File: config.mk
export PLATFORM = sky130hd
export DESIGN_NAME = fifo_rd_stream_flat
export DESIGN_NICKNAME = d
export VERILOG_FILES = /design/src/rtl/fifo_rd_stream_if.sv /design/src/rtl/fifo_rd_stream.sv /design/src/flat_wrapper.sv
export SDC_FILE = /design/constraint.sdc
export NUM_CORES = 1
export LEC_CHECK = 0
export ABC_AREA = 1
export ABC_CLOCK_PERIOD_IN_PS = 3790
export CORE_MARGIN = 4
export CORE_UTILIZATION = 45
export DETAILED_ROUTE_END_ITERATION = 8
export HOLD_SLACK_MARGIN = 0.02
export PLACE_DENSITY = 0.72
export SLEW_MARGIN = 30
export SYNTH_ARGS = -nofsm -noshare
export SYNTH_HDL_FRONTEND = slang
export SYNTH_SLANG_ARGS = --single-unit
File: constraint.sdc
create_clock -name clk -period 3.79 [get_ports clk]
set_clock_uncertainty 0.2 [all_clocks]
set_input_delay 0.5685 -clock clk [delete_from_list [all_inputs] [get_ports clk]]
set_output_delay 0.5685 -clock clk [all_outputs]
set_load 0.005 [all_outputs]
File: src/rtl/fifo_rd_stream_if.sv
// rtl/fifo_rd_stream_if.sv - FIFO read port and downstream byte stream bundle for fifo_rd_stream.
interface fifo_rd_stream_if #(
    parameter int WIDTH = 8
);
    logic             fifo_empty;
    logic             fifo_rd_en;
    logic [WIDTH-1:0] fifo_data;
    logic             m_valid;
    logic             m_ready;
    logic [WIDTH-1:0] m_data;

    // master: the drain controller; slave: the FIFO plus the downstream consumer.
    modport master (
        input  fifo_empty, fifo_data, m_ready,
        output fifo_rd_en, m_valid, m_data
    );

    modport slave (
        output fifo_empty, fifo_data, m_ready,
        input  fifo_rd_en, m_valid, m_data
    );
endinterface

File: src/rtl/fifo_rd_stream.sv
// rtl/fifo_rd_stream.sv - FIFO drain controller with 2-entry skid buffer presenting a valid/ready byte stream.
module fifo_rd_stream #(
    parameter int WIDTH = 8,
    parameter int CNT_W = 16
) (
    input  logic               clk,
    input  logic               rst,
    input  logic               flush,
    output logic [CNT_W-1:0]   rd_count,
    output logic               busy,
    fifo_rd_stream_if.master   bus
);
    typedef enum logic [1:0] {S_IDLE, S_STREAM, S_FLUSH} state_t;

    state_t           state_q, state_d;
    logic [1:0]       occ_q, occ_d;
    logic             inflight_q, inflight_d;
    logic             head_q, tail_q;
    logic [WIDTH-1:0] buf_q [2];
    logic [CNT_W-1:0] cnt_q;

    logic             pop_out;
    logic             pop_fifo;
    logic             capture;
    logic [2:0]       level;

    assign pop_out = (occ_q != 2'd0) & bus.m_ready;

    // Entries held plus the byte still on its way, after this cycle's beat leaves.
    assign level = {1'b0, occ_q} + {2'b00, inflight_q} - {2'b00, pop_out};

    assign bus.fifo_rd_en = rst & ~bus.fifo_empty & (state_q != S_FLUSH) & ~flush
                          & (level < 3'd2);
    assign pop_fifo = bus.fifo_rd_en & ~bus.fifo_empty;

    // A landing byte is dropped whenever a flush is active or in progress.
    assign capture = inflight_q & (state_q != S_FLUSH) & ~flush;

    always_comb begin
        state_d    = state_q;
        occ_d      = occ_q + {1'b0, capture} - {1'b0, pop_out};
        inflight_d = pop_fifo;
        case (state_q)
            S_IDLE: begin
                if (bus.fifo_rd_en) state_d = S_STREAM;
            end
            S_STREAM: begin
                if ((occ_q == 2'd0) && !inflight_q && !pop_fifo) state_d = S_IDLE;
            end
            S_FLUSH: begin
                if (!flush && !inflight_q) state_d = S_IDLE;
            end
            default: state_d = S_IDLE;
        endcase
        if (flush) begin
            state_d = S_FLUSH;
            occ_d   = 2'd0;
        end
    end

    always_ff @(posedge clk or negedge rst) begin
        if (!rst) begin
            state_q    <= S_IDLE;
            occ_q      <= 2'd0;
            inflight_q <= 1'b0;
            head_q     <= 1'b0;
            tail_q     <= 1'b0;
            cnt_q      <= '0;
            for (int i = 0; i < 2; i++) buf_q[i] <= '0;
        end else begin
            state_q    <= state_d;
            occ_q      <= occ_d;
            inflight_q <= inflight_d;
            if (pop_out) cnt_q <= cnt_q + 1'b1;
            if (flush) begin
                head_q <= 1'b0;
                tail_q <= 1'b0;
            end else begin
                if (capture) begin
                    buf_q[tail_q] <= bus.fifo_data;
                    tail_q        <= ~tail_q;
                end
                if (pop_out) head_q <= ~head_q;
            end
        end
    end

    assign bus.m_valid = (occ_q != 2'd0);
    assign bus.m_data  = buf_q[head_q];
    assign rd_count    = cnt_q;
    assign busy        = (occ_q != 2'd0) | inflight_q | (state_q == S_FLUSH);
endmodule
File: src/flat_wrapper.sv
// flat-port wrapper written by rule: the top's interface ports become plain ports
module fifo_rd_stream_flat 
#(
    parameter int WIDTH = 8,
    parameter int CNT_W = 16
)
  (clk, rst, flush, rd_count, busy, bus_fifo_empty, bus_fifo_data, bus_m_ready, bus_fifo_rd_en, bus_m_valid, bus_m_data);
  fifo_rd_stream_if #(.WIDTH(WIDTH)) bus_i ();
  input  logic clk;
  input  logic rst;
  input  logic flush;
  output logic [CNT_W-1:0] rd_count;
  output logic busy;
  input wire logic [$bits(bus_i.fifo_empty)-1:0] bus_fifo_empty;
  input wire logic [$bits(bus_i.fifo_data)-1:0] bus_fifo_data;
  input wire logic [$bits(bus_i.m_ready)-1:0] bus_m_ready;
  output wire logic [$bits(bus_i.fifo_rd_en)-1:0] bus_fifo_rd_en;
  output wire logic [$bits(bus_i.m_valid)-1:0] bus_m_valid;
  output wire logic [$bits(bus_i.m_data)-1:0] bus_m_data;
  assign bus_i.fifo_empty = bus_fifo_empty;
  assign bus_i.fifo_data = bus_fifo_data;
  assign bus_i.m_ready = bus_m_ready;
  assign bus_fifo_rd_en = bus_i.fifo_rd_en;
  assign bus_m_valid = bus_i.m_valid;
  assign bus_m_data = bus_i.m_data;
  fifo_rd_stream #(.WIDTH(WIDTH), .CNT_W(CNT_W)) u_core (.clk(clk), .rst(rst), .flush(flush), .rd_count(rd_count), .busy(busy), .bus(bus_i));
endmodule
==> flow_metrics.tcl <==
set metrics [dict create \
    fin_crit_ns 3.627 \
    start_kind "primary input" \
    cts_buffers 5 \
    status "complete, no violations" \
    cts_hold_buf 0 \
    clk_latency_ns 0.30 \
    fmax_mhz 275.7 \
    cts.clk_slew.worst_paths_ns 0.08 \
    synth-compound-area-share_pct 9.244 \
    powerDensity_nw_per_um2 554.4 \
    syn2layout_area_growth_pct 25.41 \
    first_global_vias 1669 \
    diodes 0 \
    die_area_sq_um 5953 \
    grt_remaining_overflow 0 \
    drc 0 \
    yosys.area_share.simple_pct 31.74 \
    fillers 428 \
    yosysWarnings 0 \
    tightest_slew_ns 0.4799 \
    endpoint_kind "primary output" \
    cts_sinks 39 \
    setup_viol 0 \
    post-route-util_pct 59.92 \
    cp.required_ns 3.02 \
    ys_seq_area_share_pct 45.35 \
    first_pass_iters 4 \
    finalCritPeriodShare_pct 95.69 \
    synthCells 260 \
    dp_hpwl_um 3024 \
    synth_fp_nets 278 \
    synthXorXnorAreaFrac_pct 3.663 \
    layout-drive-gt1-share_pct 15.41 \
    setup_ws_ns 0.1634 \
    drv_slew 0 \
    syn_area_per_cell_sq_um 8.277 \
    drv_cap 0 \
    ys_types 28 \
    place.gp.congestion 0.8912 \
    track_usage_pct 15.11 \
    grt_max_degree 40 \
    power.leakage_nw 1.295 \
    synthAdderAreaFrac_pct 3.256 \
    cts_tree "yes" \
    ctsRootBufferMaster "clkbuf_8" \
    post_drt_wl_per_cell_um 11.57 \
    io_pins 40 \
    die_x_um 77.16 \
    antenna_left 0 \
    netlist_area_sq_um 2152 \
    cp_max_fo 2 \
    whs_ns 0.1297 \
    cts-resized-gates 0 \
    crit_arrival_ns 2.86 \
    rsz0062_at_grt "false" \
    start_util_pct 47.78 \
    tns_ns 0 \
    dpl.cell_count 349 \
    synth-seq-cells 39 \
    cts_max_level 2 \
    instances_no_fill 357 \
    clockBufferDepth 2 \
    hold_class "primary input to asynchronous set/reset pin" \
    drt-initial-drc-count 131 \
    die_y_um 77.16 \
    dp_slack_ns 0.07374 \
    synth_top_family_by_area "simple AND/OR/NAND/NOR gates" \
    viasPerCell 4.807 \
    critPathKind "primary input to primary output" \
    grt_pass1_wl_um 7224 \
    portBuffers 39 \
    max-slew-margin-rel_pct 68.01 \
    core-area_sq_um 4504 \
    num_vias 1716 \
    final_nets 323 \
    drt_wl_total_um 4131 \
    ir_worst_vdd_mv 0.2870 \
    row_count 24 \
    postCtsSetupBuffers 0 \
    antenna_found_initial 0 \
    hold_violations 0 \
    synth_mux_area_share_pct 0 \
]
==> metrics by stage <==
| step | cell area [sq um] | power, mW |
|---|---|---|
| final | 2699 | 1.496 |
| after global routing | 2699 | 1.606 |
| after CTS | 2691 | 1.514 |
| after detailed placement | 2585 | 1.167 |
| after global placement | 2585 | 1.160 |
| after floorplan | 2152 | 0.8928 |
==> final timing paths <==
check / startpoint / to / slack (ns) / cells past startpoint
hold reg to reg: u_core.buf_q[14] / u_core.buf_q[14] / 0.29 / 2
max in group asynchronous: rst / u_core.rd_count[13] / 2.93 / 2
hold / removal: rst / u_core.rd_count[15] / 0.13 / 2
min in group clk: u_core.buf_q[14] / u_core.buf_q[14] / 0.29 / 2
setup / recovery: bus_m_ready / bus_fifo_rd_en / 0.16 / 9
setup reg to reg: u_core.occ_q[1] / u_core.state_q[0] / 1.30 / 11
==> placed cells by master (no fill, tap or decap), types with 5 or more instances in the layout <==
cell type        count
nand2_1             94
dfrtp_1             39
clkdlybuf4s50_1     38
inv_1               27
nor2_1              17
o21ai_2             16
nand3_1              9
o21ai_0              6
nand4_1              5
xor2_1               5
clkbuf_8             5
==> synthesized netlist by cell type <==
master,instances,area [sq um]
or2_1,1,6.260
nor2_8,1,20.02
dfrtp_1,39,975.9
clkinv_1,1,3.750
buf_6,2,22.52
o21ai_0,6,30.03
inv_1,27,101.4
nor2_1,17,63.81
nand2_1,94,352.8
o21a_2,1,8.760
nand3b_1,1,7.510
nor2_2,4,25.02
nand3_4,1,17.52
nand2_2,4,25.02
fa_1,1,20.02
buf_2,2,10.01
o21ai_2,16,140.1
nand3_1,9,45.04
nand4_1,5,31.28
inv_2,2,7.510
o21ai_1,3,15.01
ha_1,4,50.05
xor2_1,5,43.79
xnor2_1,4,35.03
nor3_1,2,10.01
nand2_4,4,45.04
a21oi_1,1,5.000
nor2_4,3,33.78
==> registers in the layout, indices dropped and copies added, names as in the netlist <==
signal and cells:
u_core.occ_q 2, u_core.rd_count 16, u_core.head_q 1, u_core.inflight_q 1, u_core.buf_q 16, u_core.tail_q 1, u_core.state_q 2
==> power by group <==
part / total [mW] / internal [mW] / switching [mW]
Combinational: 0.551 / 0.288 / 0.263
Sequential: 0.605 / 0.506 / 0.0988
Clock: 0.340 / 0.192 / 0.147
Total: 1.50 / 0.987 / 0.509
==> area by class of cell <==
type                    count  area, sq um  area share (%)
repair buffers             42        407.9           15.11
flip-flops and latches     39        975.9           36.16
inverters                  30        112.6           4.172
clock buffers               5        68.82           2.550
clock inverters             2        37.54           1.391
well taps                  52        65.06           2.411
multi-input cells         187         1031           38.20
==> critical path, stage by stage <==
cell and delay [ns]:
clkdlybuf4s50_1 0.53, o21a_2 0.16, ha_1 0.22, inv_1 0.08
nand2_1 0.07, fa_1 0.49, nand3_1 0.11, nor2_2 0.13
clkdlybuf4s50_1 0.51
==> cells by family after synthesis <==
logic type,Yosys count
flops,39
buf+inv,34
xor+xnor,9
simple gates,146
fa+ha+maj,5
compound gates,27
==> routing by layer <==
layer | GRT usage (%) | part of all wire [%] | vias to the layer above
li1 | - | - | 895
met1 | 18.65 | 48 | 781
met2 | 25.30 | 46 | 37
met3 | 4.450 | 5.2 | 3
met4 | 4.804 | 0.75 | 0
met5 | 0 | 0 | -
Note: power is estimated with default switching activity, not from simulation.
